===== src/rtl/vga_write_arbiter.sv =====
// Round-robin arbiter sharing the VGA text-buffer write port among NUM_REQ requesters.
// Define VGA_WRITE_ARBITER_CLEAR_EN to add the full-screen clear engine (clear_start/clear_done).
module vga_write_arbiter #(
  parameter int                NUM_REQ      = 4,
  parameter int                ADDR_W       = 12,
  parameter int                DATA_W       = 16,
  parameter int                SCREEN_CELLS = 2400,
  parameter logic [DATA_W-1:0] CLEAR_WORD   = 16'h0000
) (
  input  logic                      clk,
  input  logic                      rst_n,
  input  logic [NUM_REQ-1:0]        req,
  input  logic [NUM_REQ*ADDR_W-1:0] req_addr,
  input  logic [NUM_REQ*DATA_W-1:0] req_data,
  output logic [NUM_REQ-1:0]        gnt,
  output logic [ADDR_W-1:0]         vga_addr,
  output logic                      vga_we,
  output logic [DATA_W-1:0]         vga_data,
  output logic                      busy,
  output logic                      addr_err
`ifdef VGA_WRITE_ARBITER_CLEAR_EN
  ,
  input  logic                      clear_start,
  output logic                      clear_done
`endif
);

  localparam int                PTR_W      = (NUM_REQ > 1) ? $clog2(NUM_REQ) : 1;
  localparam logic [ADDR_W:0]   SCREEN_LIM = (ADDR_W + 1)'(SCREEN_CELLS);
  localparam logic [ADDR_W-1:0] LAST_CELL  = ADDR_W'(SCREEN_CELLS - 1);
  localparam logic [PTR_W-1:0]  LAST_REQ   = PTR_W'(NUM_REQ - 1);

  logic [PTR_W-1:0]   ptr, ptr_nxt, win;
  logic [NUM_REQ-1:0] eligible, gnt_nxt;
  logic               found;
  logic [ADDR_W-1:0]  win_addr, vga_addr_nxt;
  logic [DATA_W-1:0]  win_data, vga_data_nxt;
  logic               win_legal, vga_we_nxt, addr_err_nxt;
  logic               clear_go, in_clear;
  logic [ADDR_W-1:0]  clr_addr;

`ifdef VGA_WRITE_ARBITER_CLEAR_EN
  typedef enum logic {ARB, CLEAR} state_t;

  state_t            state, state_nxt;
  logic [ADDR_W-1:0] clr_cnt;

  assign clear_go = (state == ARB) && clear_start;
  assign in_clear = (state == CLEAR);
  assign clr_addr = clr_cnt;

  // NOTE: sequential state uses non-blocking assignments so every register
  // samples pre-edge values regardless of process ordering.
  always_ff @(posedge clk or negedge rst_n) begin
    if (!rst_n) begin
      state      <= ARB;
      clr_cnt    <= '0;
      clear_done <= 1'b0;
    end else begin
      state      <= state_nxt;
      clr_cnt    <= clear_go ? '0 : (in_clear ? clr_cnt + 1'b1 : clr_cnt);
      clear_done <= in_clear && (clr_cnt == LAST_CELL);
    end
  end

  always_comb begin
    state_nxt = state;
    case (state)
      ARB:     if (clear_start)           state_nxt = CLEAR;
      CLEAR:   if (clr_cnt == LAST_CELL)  state_nxt = ARB;
      default:                            state_nxt = ARB;
    endcase
  end
`else
  assign clear_go = 1'b0;
  assign in_clear = 1'b0;
  assign clr_addr = '0;
`endif

  // Winner: first eligible index at or after ptr; the current grantee is masked
  // so a requester presenting back-to-back writes cannot starve the others.
  always_comb begin
    eligible = req & ~gnt;
    found    = 1'b0;
    win      = '0;
    for (int k = 0; k < NUM_REQ; k++) begin
      if (!found && eligible[(int'(ptr) + k) % NUM_REQ]) begin
        found = 1'b1;
        win   = PTR_W'((int'(ptr) + k) % NUM_REQ);
      end
    end
  end

  assign win_addr  = req_addr[win*ADDR_W +: ADDR_W];
  assign win_data  = req_data[win*DATA_W +: DATA_W];
  assign win_legal = ({1'b0, win_addr} < SCREEN_LIM);

  // NOTE: every output of this block gets a default first, so no latch is inferred.
  always_comb begin
    gnt_nxt      = '0;
    vga_we_nxt   = 1'b0;
    vga_addr_nxt = vga_addr;
    vga_data_nxt = vga_data;
    ptr_nxt      = ptr;
    addr_err_nxt = addr_err;
    if (clear_go) begin
      // clear entry beats any pending request; the bus idles for this beat
    end else if (in_clear) begin
      vga_we_nxt   = 1'b1;
      vga_addr_nxt = clr_addr;
      vga_data_nxt = CLEAR_WORD;
    end else if (found) begin
      gnt_nxt[win] = 1'b1;
      vga_we_nxt   = win_legal;
      vga_addr_nxt = win_addr;
      vga_data_nxt = win_data;
      ptr_nxt      = (win == LAST_REQ) ? '0 : win + 1'b1;
      addr_err_nxt = addr_err | ~win_legal;
    end
  end

  always_ff @(posedge clk or negedge rst_n) begin
    if (!rst_n) begin
      gnt      <= '0;
      vga_we   <= 1'b0;
      vga_addr <= '0;
      vga_data <= '0;
      ptr      <= '0;
      addr_err <= 1'b0;
    end else begin
      gnt      <= gnt_nxt;
      vga_we   <= vga_we_nxt;
      vga_addr <= vga_addr_nxt;
      vga_data <= vga_data_nxt;
      ptr      <= ptr_nxt;
      addr_err <= addr_err_nxt;
    end
  end

  assign busy = vga_we | in_clear;

endmodule

===== config.mk =====
export PLATFORM = sky130hd
export DESIGN_NAME = vga_write_arbiter
export DESIGN_NICKNAME = d
export VERILOG_FILES = /design/src/rtl/vga_write_arbiter.sv
export SDC_FILE = /design/constraint.sdc
export NUM_CORES = 1
export LEC_CHECK = 0
export ABC_AREA = 1
export BUFFER_PORTS_ARGS = -buffer_cell sky130_fd_sc_hd__clkbuf_2
export CAP_MARGIN = 10
export CORE_AREA = 4 4 104 67
export DETAILED_ROUTE_END_ITERATION = 8
export DIE_AREA = 0 0 108 71
export PLACE_DENSITY = 0.83
export SYNTH_ARGS = -nofsm -noshare
export SYNTH_HDL_FRONTEND = slang
export SYNTH_SLANG_ARGS = --single-unit

===== constraint.sdc =====
create_clock -name clk -period 3.39 [get_ports clk]
set_clock_uncertainty 0.15 [all_clocks]
set_input_delay 0.678 -clock clk [delete_from_list [all_inputs] [get_ports clk]]
set_output_delay 0.678 -clock clk [all_outputs]
set_load 0.01 [all_outputs]

==> results.ini, run 1 <==
[clock_network]
insertion_delay_ns = 0.28
clk_pin_slew_worst_paths_ns = 0.07
cts_root_buffer = clkbuf_8
ctsHoldBuffers = 0
cts_buffers = 5
cts-htree-levels = 2
cts_tree = built
cts_sinks = 36
cts_setup_buffers = 0
clockBufferDepth = 2
cts_resized = 0

[timing]
max_freq_mhz = 328
worst_slew_pin_slew_ns = 0.913
max_slew_margin = 0.392
setup_viol_count_final = 0
holdWs_ns = 0.338
rsz0062_at_grt = false
period_share = 0.899
period_minus_slack_ns = 3.05
finalMaxSlewViolations = 0
finalHoldViolCount = 0
setup_tns_ns = 0

[setup_path]
timing.rr.end = addr_err$_DFFE_PN0P_
crit_path_top_delay_cell = dfrtp_1
crit_end = addr_err$_DFFE_PN0P_
rrSetupSlack_ns = 0.34
startpoint_type = register
crit_start = ptr[0]$_DFFE_PN0P_
critical_path_arrival_ns = 3.08
critPathMostFrequentCell = nand2_1
end_kind = register
path_class = reg2reg
crit_required_ns = 3.42
slowest_delay_ns = 0.66
reg2regPathDepth = 15
cp_cell_sequence = nand3_1 -> nand3_1 -> nand2_2 -> nand3_1 -> nand3_2 -> nand2_4 -> buf_4 -> nand2_1 -> nand3_1 -> nand2_1 -> inv_1 -> a21o_1 -> nand2_1 -> nand2_1 -> nand2_1
reg2reg_from = ptr[0]$_DFFE_PN0P_
cp_max_fo = 58

[routing]
drtAntennaViolNets = 0
drc = 0
drt-wirelength-per-cell_um = 13.4
dr.pass1.iters = 4
via_per_inst = 4.98
vias = 3074
drt_iter0_drc = 210
drt_wl_total_um = 8260

[power]
powerDensity_nw_per_um2 = 1300
finalPower_mw = 4.47
ir_drop_mv = 0.883
p_leak_nw = 1.89

[synthesis]
syn-instance-count = 395
syn_nets = 517
synth_area_um2 = 2630
yosysWarnings = 0
async_flop_share = 1.00
seq_area_frac_synth = 0.342
ys_ff_latch = 36
syn_avg_cell_area_um2 = 6.66
synth_ff_type = dfrtp_1
synth_edf_count = 0
synth_cell_types = 23

[global_routing]
grt_pass1_vias = 2861
grt_max_degree = 59
overflow = 0
grt_usage = 0.207
antenna_found_initial = 0
grt_pass1_wl_um = 13000

[final_layout]
diodes = 0
nets = 654
fin_area_um2 = 3450
area_delta_synth_final_pct = 31.1
drive_gt1_frac = 0.349
layout_commonest_cell = clkbuf_2
nFillCells = 605
layout.cells.most_common_list = clkbuf_2 (152), nor2_1 (116), nand2_1 (57), dfrtp_1 (36), nand3_1 (29)
stdcell_count = 617

[run]
drv_cap = 0

[die]
die_h_um = 71
dieArea_um2 = 7670
io_pins = 153
initial_core_util = 0.441
core_region_area_um2 = 5970
die_w_um = 108
num_rows = 22

[placement]
placed_cell_area_um2 = 3360
port-buffer-count = 152
dp.cells = 609
gp_congestion = 0.885
dp_hpwl_um = 6370

[worst_hold_path]
hold_class = reg2reg

[status]
status = complete, no violations

-- worst min path at each step --
stage                              from                       end  depth (start not counted)
2_1_floorplan                     rst_n      addr_err$_DFFE_PN0P_                          0
3_3_place_gp       addr_err$_DFFE_PN0P_      addr_err$_DFFE_PN0P_                          2
3_5_place_dp       addr_err$_DFFE_PN0P_      addr_err$_DFFE_PN0P_                          2
4_1_cts            addr_err$_DFFE_PN0P_      addr_err$_DFFE_PN0P_                          2
5_1_grt        vga_addr[11]$_DFFE_PN0P_  vga_addr[11]$_DFFE_PN0P_                          2
6_report           addr_err$_DFFE_PN0P_      addr_err$_DFFE_PN0P_                          2
-- Yosys cell counts, types with 2 or more instances --
library cell  count  area, um2
o21ai_0          28        140
inv_2             3       11.3
nand3_2           8       80.1
nand3b_1          6       45.0
o21ai_1          19       95.1
dfrtp_1          36        901
buf_6             4       45.0
nand4_1           2       12.5
nand3_1          29        145
buf_2             7       35.0
a31oi_1          24        150
inv_1            23       86.3
nand2_1          58        218
nand2_2           8       50.1
buf_4             9       67.6
ha_1              4       50.1
clkbuf_1          6       22.5
nor2_1          116        435
-- registers in the layout (all words and copies together) (netlist names) --
register,cells
vga_data,16
vga_addr,12
gnt,4
ptr,2
addr_err,1
busy,1
-- power by group --
group	switching [mW]	leakage [nW]	internal (mW)	total, mW
combinational	2.17	1.42	1.13	3.30
sequential	0.159	0.420	0.699	0.859
clock	0.147	0.0455	0.166	0.313
-- critical path: cells and delay by family (launching register included) --
kind	cells	cell delay, ns
DFF	1	0.66
AOI/OAI and AO/OA	1	0.09
and+or+nand+nor	12	1.48
buffers and inverters	2	0.54
-- logic make-up after synthesis --
kind of cell | Yosys count | share of synthesized area
adders and majority gates | 4 | 0.0190
AOI/OAI and AO/OA | 73 | 0.153
DFF | 36 | 0.342
buffers and inverters | 53 | 0.105
and+or+nand+nor | 229 | 0.381
-- final cells by class --
type                            instances  area [um2]  area share
Multi-Input combinational cell        306        1460       0.422
Sequential cell                        36         901       0.261
Clock buffer                            8        90.1      0.0261
Inverter                               27         106      0.0308
Tap cell                               84         105      0.0305
Timing Repair Buffer                  156         791       0.229
-- metal layers --
| metal | GRT usage | share of wire | vias to the layer above |
|---|---|---|---|
| met5 | 0 | 0 | - |
| met4 | 0.0420 | 0.0094 | 0 |
| met3 | 0.0583 | 0.11 | 11 |
| met2 | 0.344 | 0.45 | 143 |
| met1 | 0.273 | 0.43 | 1361 |
| li1 | - | - | 1559 |
-- per-stage QoR --
| step | setup slack, ns | utilization |
|---|---|---|
| CTS | 0.376 | 0.578 |
| detailed placement | 0.346 | 0.563 |
| floorplan | 1.15 | - |
| global placement | 0.476 | 0.563 |
| global route | 0.0196 | 0.578 |
| finish | 0.343 | 0.578 |
Power figures use the tool's default switching activity.
==> inputs of run 2 (changes only) <==
--- a/config.mk
+++ b/config.mk
@@ -9,9 +9,11 @@
 export BUFFER_PORTS_ARGS = -buffer_cell sky130_fd_sc_hd__clkbuf_2
 export CAP_MARGIN = 10
 export CORE_AREA = 4 4 104 67
+export CTS_CLUSTER_SIZE = 24
 export DETAILED_ROUTE_END_ITERATION = 8
 export DIE_AREA = 0 0 108 71
 export PLACE_DENSITY = 0.83
+export RECOVER_POWER = 100
 export SYNTH_ARGS = -nofsm -noshare
 export SYNTH_HDL_FRONTEND = slang
 export SYNTH_SLANG_ARGS = --single-unit
==> results.ini, run 2 (same netlist as run 1, synthesis figures left out) <==
[status]
status = complete, but fails checks
violations = max-capacitance violations, max-slew violations

[die]
die_h_um = 71
core_region_area_um2 = 5970
num_rows = 22
io_pins = 153
dieArea_um2 = 7670
die_w_um = 108
initial_core_util = 0.441

[setup_path]
timing.rr.end = vga_data[9]$_DFFE_PN0P_
end_kind = register
crit_required_ns = 3.44
critical_path_arrival_ns = 3.06
crit_start = ptr[0]$_DFFE_PN0P_
crit_end = vga_data[9]$_DFFE_PN0P_
rrSetupSlack_ns = 0.38
reg2reg_from = ptr[0]$_DFFE_PN0P_
startpoint_type = register
cp_max_fo = 31
path_class = reg2reg
reg2regPathDepth = 13

[global_routing]
grt_max_degree = 59
grt_pass1_vias = 2861
antenna_found_initial = 0
grt_pass1_wl_um = 13000
grt_usage = 0.207
overflow = 0

[timing]
period_minus_slack_ns = 3.01
period_share = 0.888
max_freq_mhz = 332
rsz0062_at_grt = false
max_slew_margin = -0.286
setup_viol_count_final = 0
finalHoldViolCount = 0
finalMaxSlewViolations = 37
setup_ws_ns = 0.380
worst_slew_pin_slew_ns = 1.93
setup_tns_ns = 0

[routing]
drtAntennaViolNets = 0
drt_wl_total_um = 8310
vias = 3097
drt_iter0_drc = 213
via_per_inst = 5.02
drt-wirelength-per-cell_um = 13.5
dr.pass1.iters = 5
drc = 0

[final_layout]
diodes = 0
layout.cells.most_common_list = nor2_1 (116), clkbuf_2 (116), nand2_1 (57), o21ai_0 (42), clkbuf_1 (38)
max_flop_register = vga_data
reg_top3 = vga_data: 16 flops, vga_addr: 12 flops, gnt: 4 flops
largest_reg_flops = 16
nets = 654
area_delta_synth_final_pct = 29.2
drive_gt1_frac = 0.280

[clock_network]
ctsHoldBuffers = 0
cts_setup_buffers = 0
clockBufferDepth = 2
cts_buffers = 5
cts-htree-levels = 2
clk_pin_slew_worst_paths_ns = 0.07
cts_root_buffer = clkbuf_8
insertion_delay_ns = 0.28
cts_tree = built
cts_sinks = 36
cts_resized = 0

[power]
ir_drop_mv = 0.866
powerDensity_nw_per_um2 = 1290
p_leak_nw = 1.78

[run]
drv_cap = 1

[placement]
dp_hpwl_um = 6370
port-buffer-count = 152
pre_cts_slack_ns = 0.346
gp_congestion = 0.885

[worst_hold_path]
hold_class = reg2reg

## run 2: cell types whose count changed in the layout (fill, tap and decap cells not counted)
cell	change
clkbuf_2	-36
o21ai_1	-14
clkbuf_1	+36
nand3_1	+1
o21ai_0	+14
nand3_2	-1
## run 2: where the power goes
part | switching (mW) | leakage, nW | internal (mW)
Sequential | 0.158 | 0.420 | 0.699
Clock | 0.146 | 0.0455 | 0.166
Combinational | 2.15 | 1.31 | 1.07
## run 2: per-layer routing
metal  part of all wire  GRT usage
met4             0.0088     0.0420
met3               0.11     0.0583
met1               0.43      0.273
met5                  0          0
met2               0.45      0.344
## run 2: per-stage QoR
stage               cells   util  hold slack, ns  area, um2  power, mW
finish                617  0.569           0.335       3400       4.38
floorplan             395      -           0.232       2630       3.52
detailed placement    609  0.563           0.319       3360       4.18
CTS                   617  0.578           0.342       3450       4.50
global route          617  0.569           0.363       3400       4.92
global placement      609  0.563           0.327       3360       4.05
## run 2: area by class of cell
class                      instances  area, um2
clock buffer                       8       90.1
fill                             621       2570
inverter                          27        106
multi-input combinational        306       1450
sequential                        36        901
tap                               84        105
timing repair buffer             156        746
## run 2: critical path: stages (launching register included)
cell,delay [ns]
dfrtp_1,0.67
nand3_1,0.24
nand2_1,0.15
nand2_1,0.06
nand2_1,0.09
nand4_1,0.11
nand2_2,0.24
nand2_4,0.07
inv_2,0.40
buf_4,0.31
nor2_1,0.06
nor2_1,0.10
o21ai_0,0.10
a31oi_1,0.17
## run 2: worst min-delay path by stage
stage          depth (start not counted)                   end  slack (ns)            startpoint
6_report                               2  addr_err$_DFFE_PN0P_        0.34  addr_err$_DFFE_PN0P_
5_1_grt                                2  addr_err$_DFFE_PN0P_        0.36  addr_err$_DFFE_PN0P_
3_3_place_gp                           2  addr_err$_DFFE_PN0P_        0.33  addr_err$_DFFE_PN0P_
4_1_cts                                2  addr_err$_DFFE_PN0P_        0.34  addr_err$_DFFE_PN0P_
3_5_place_dp                           2  addr_err$_DFFE_PN0P_        0.32  addr_err$_DFFE_PN0P_
2_1_floorplan                          0  addr_err$_DFFE_PN0P_        0.23                 rst_n
==> inputs of run 3 (changes only) <==
--- a/config.mk
+++ b/config.mk
@@ -8,10 +8,10 @@
 export ABC_AREA = 1
 export BUFFER_PORTS_ARGS = -buffer_cell sky130_fd_sc_hd__clkbuf_2
 export CAP_MARGIN = 10
-export CORE_AREA = 4 4 104 67
+export CORE_AREA = 4 4 105 67
 export CTS_CLUSTER_SIZE = 24
 export DETAILED_ROUTE_END_ITERATION = 8
-export DIE_AREA = 0 0 108 71
+export DIE_AREA = 0 0 109 71
 export PLACE_DENSITY = 0.83
 export RECOVER_POWER = 100
 export SYNTH_ARGS = -nofsm -noshare
==> constraint.sdc (replaced) <==
create_clock -name clk -period 3 [get_ports clk]
set_clock_uncertainty 0.15 [all_clocks]
set_input_delay 0.6 -clock clk [delete_from_list [all_inputs] [get_ports clk]]
set_output_delay 0.6 -clock clk [all_outputs]
set_load 0.01 [all_outputs]
==> results.ini, run 3 (same netlist as run 1, synthesis figures left out) <==
[routing]
wl_met1_um = 3810
vias = 3116
via_per_inst = 4.99
met3_length_um = 895
drt_iter0_drc = 337
drc = 0
top_layer = met4
drt_wl_total_um = 8540
drtAntennaViolNets = 0
drt-wirelength-per-cell_um = 13.7
dr.pass1.iters = 7
route.met2.wl_um = 3800

[timing]
finalMaxSlewViolations = 37
period_minus_slack_ns = 2.70
rsz0062_at_grt = false
period_share = 0.900
worst_slew_pin_slew_ns = 1.90
finalHoldViolCount = 0
max_freq_mhz = 370
holdWs_ns = 0.332
max_slew_margin = -0.268
setup_viol_count_final = 0
setup_tns_ns = 0

[global_routing]
grt_pass1_wl_um = 13200
grt_max_degree = 37
grt_usage = 0.210
overflow = 0
antenna_found_initial = 0
grt_pass1_vias = 2940

[die]
initial_core_util = 0.437
num_rows = 22
core_region_area_um2 = 6030
die_w_um = 109
die_h_um = 71
io_pins = 153
dieArea_um2 = 7740

[clock_network]
cts_sinks = 36
insertion_delay_ns = 0.28
cts_tree = built
clockBufferDepth = 2
clk_pin_slew_worst_paths_ns = 0.08
ctsHoldBuffers = 0
cts_setup_buffers = 0
cts_buffers = 5
cts_root_buffer = clkbuf_8
cts-htree-levels = 2

[power]
powerDensity_nw_per_um2 = 1510
ir_drop_mv = 0.680
p_leak_nw = 1.82
finalPower_mw = 5.25

[final_layout]
largest_reg_flops = 16
fin_area_um2 = 3480
area_delta_synth_final_pct = 32.3
layout.cells.most_common_list = clkbuf_2 (117), nor2_1 (116), nand2_1 (59), o21ai_0 (41), clkbuf_1 (36)
drive_gt1_frac = 0.291
stdcell_count = 624
reg_top3 = vga_data: 16 flops, vga_addr: 12 flops, gnt: 4 flops
max_flop_register = vga_data
diodes = 0
nets = 661
layout_commonest_cell = clkbuf_2

[setup_path]
crit_required_ns = 3.06
end_kind = register
startpoint_type = register
slowest_delay_ns = 0.48
cp_cell_sequence = inv_2 -> nand2_1 -> nand2_2 -> nand3_1 -> nand2_2 -> nand4_1 -> nand2_1 -> nand2_4 -> inv_2 -> buf_4 -> nor2_1 -> nor2_1 -> o21ai_0 -> a31oi_1
path_class = reg2reg
critical_path_arrival_ns = 2.76
cp_max_fo = 22
crit_path_top_delay_cell = dfrtp_1

[status]
violations = max-capacitance violations, max-slew violations
status = complete, but fails checks

[run]
drv_cap = 1

[worst_hold_path]
hold_class = reg2reg

[placement]
gp_congestion = 0.932
placed_cell_area_um2 = 3430
port-buffer-count = 152
dp.cells = 616
dp_hpwl_um = 6810

[run 3: cell types whose count changed in the layout (fill, tap and decap cells not counted), sizes merged]
cell / delta
clkbuf: -2
buf: +6
clkinv: +1
clkinvlp: +1
bufinv: +1
[run 3: path summary, 6_finish.rpt]
kind | from | endpoint | slack, ns | depth (start not counted)
worst max-delay path | ptr[1]$_DFFE_PN0P_ | vga_addr[3]$_DFFE_PN0P_ | 0.30 | 14
worst min-delay path | addr_err$_DFFE_PN0P_ | addr_err$_DFFE_PN0P_ | 0.33 | 2
worst max register to register | ptr[1]$_DFFE_PN0P_ | vga_addr[3]$_DFFE_PN0P_ | 0.30 | 14
worst min register to register | addr_err$_DFFE_PN0P_ | addr_err$_DFFE_PN0P_ | 0.33 | 2
max in group asynchronous | rst_n | ptr[0]$_DFFE_PN0P_ | 0.79 | 1
min in group asynchronous | rst_n | vga_data[1]$_DFFE_PN0P_ | 0.68 | 1
[run 3: repair_timing]
item / 4_1_cts / 5_1_grt
endpoints found under the setup margin: 0 / 9
gates resized for setup: 0 / 3
hold endpoints to repair: 0 / 0
[run 3: routing by layer]
layer,vias up,global-route usage
met2,152,0.354
li1,1573,-
met5,-,0
met4,0,0.0280
met1,1386,0.281
met3,5,0.0520
[run 3: area by class of cell]
cell class                      instances  area, um2
Multi-Input combinational cell        306       1450
Sequential cell                        36        902
Inverter                               27        109
Tap cell                               84        105
Clock buffer                            5       68.8
Fill cell                             583       2540
Timing Repair Buffer                  163        808
Clock inverter                          3       42.5
[run 3: where the power goes]
group	switching [mW]	internal, mW	total [mW]	leakage (nW)
combinational	2.52	1.35	3.86	1.35
clock	0.176	0.246	0.422	0.0541
sequential	0.177	0.791	0.968	0.419
[run 3: per-stage QoR]
stage | worst slack (ns) | util
after floorplan | 0.839 | -
after global placement | 0.300 | 0.568
after detailed placement | 0.146 | 0.568
after CTS | 0.114 | 0.587
after global routing | 0.0610 | 0.578
final | 0.300 | 0.578
[run 3: critical path, delay by kind of cell (launching register included)]
kind | cells | cell delay (ns)
buf+inv | 3 | 0.69
flops | 1 | 0.48
compound gates | 2 | 0.33
simple gates | 9 | 0.97
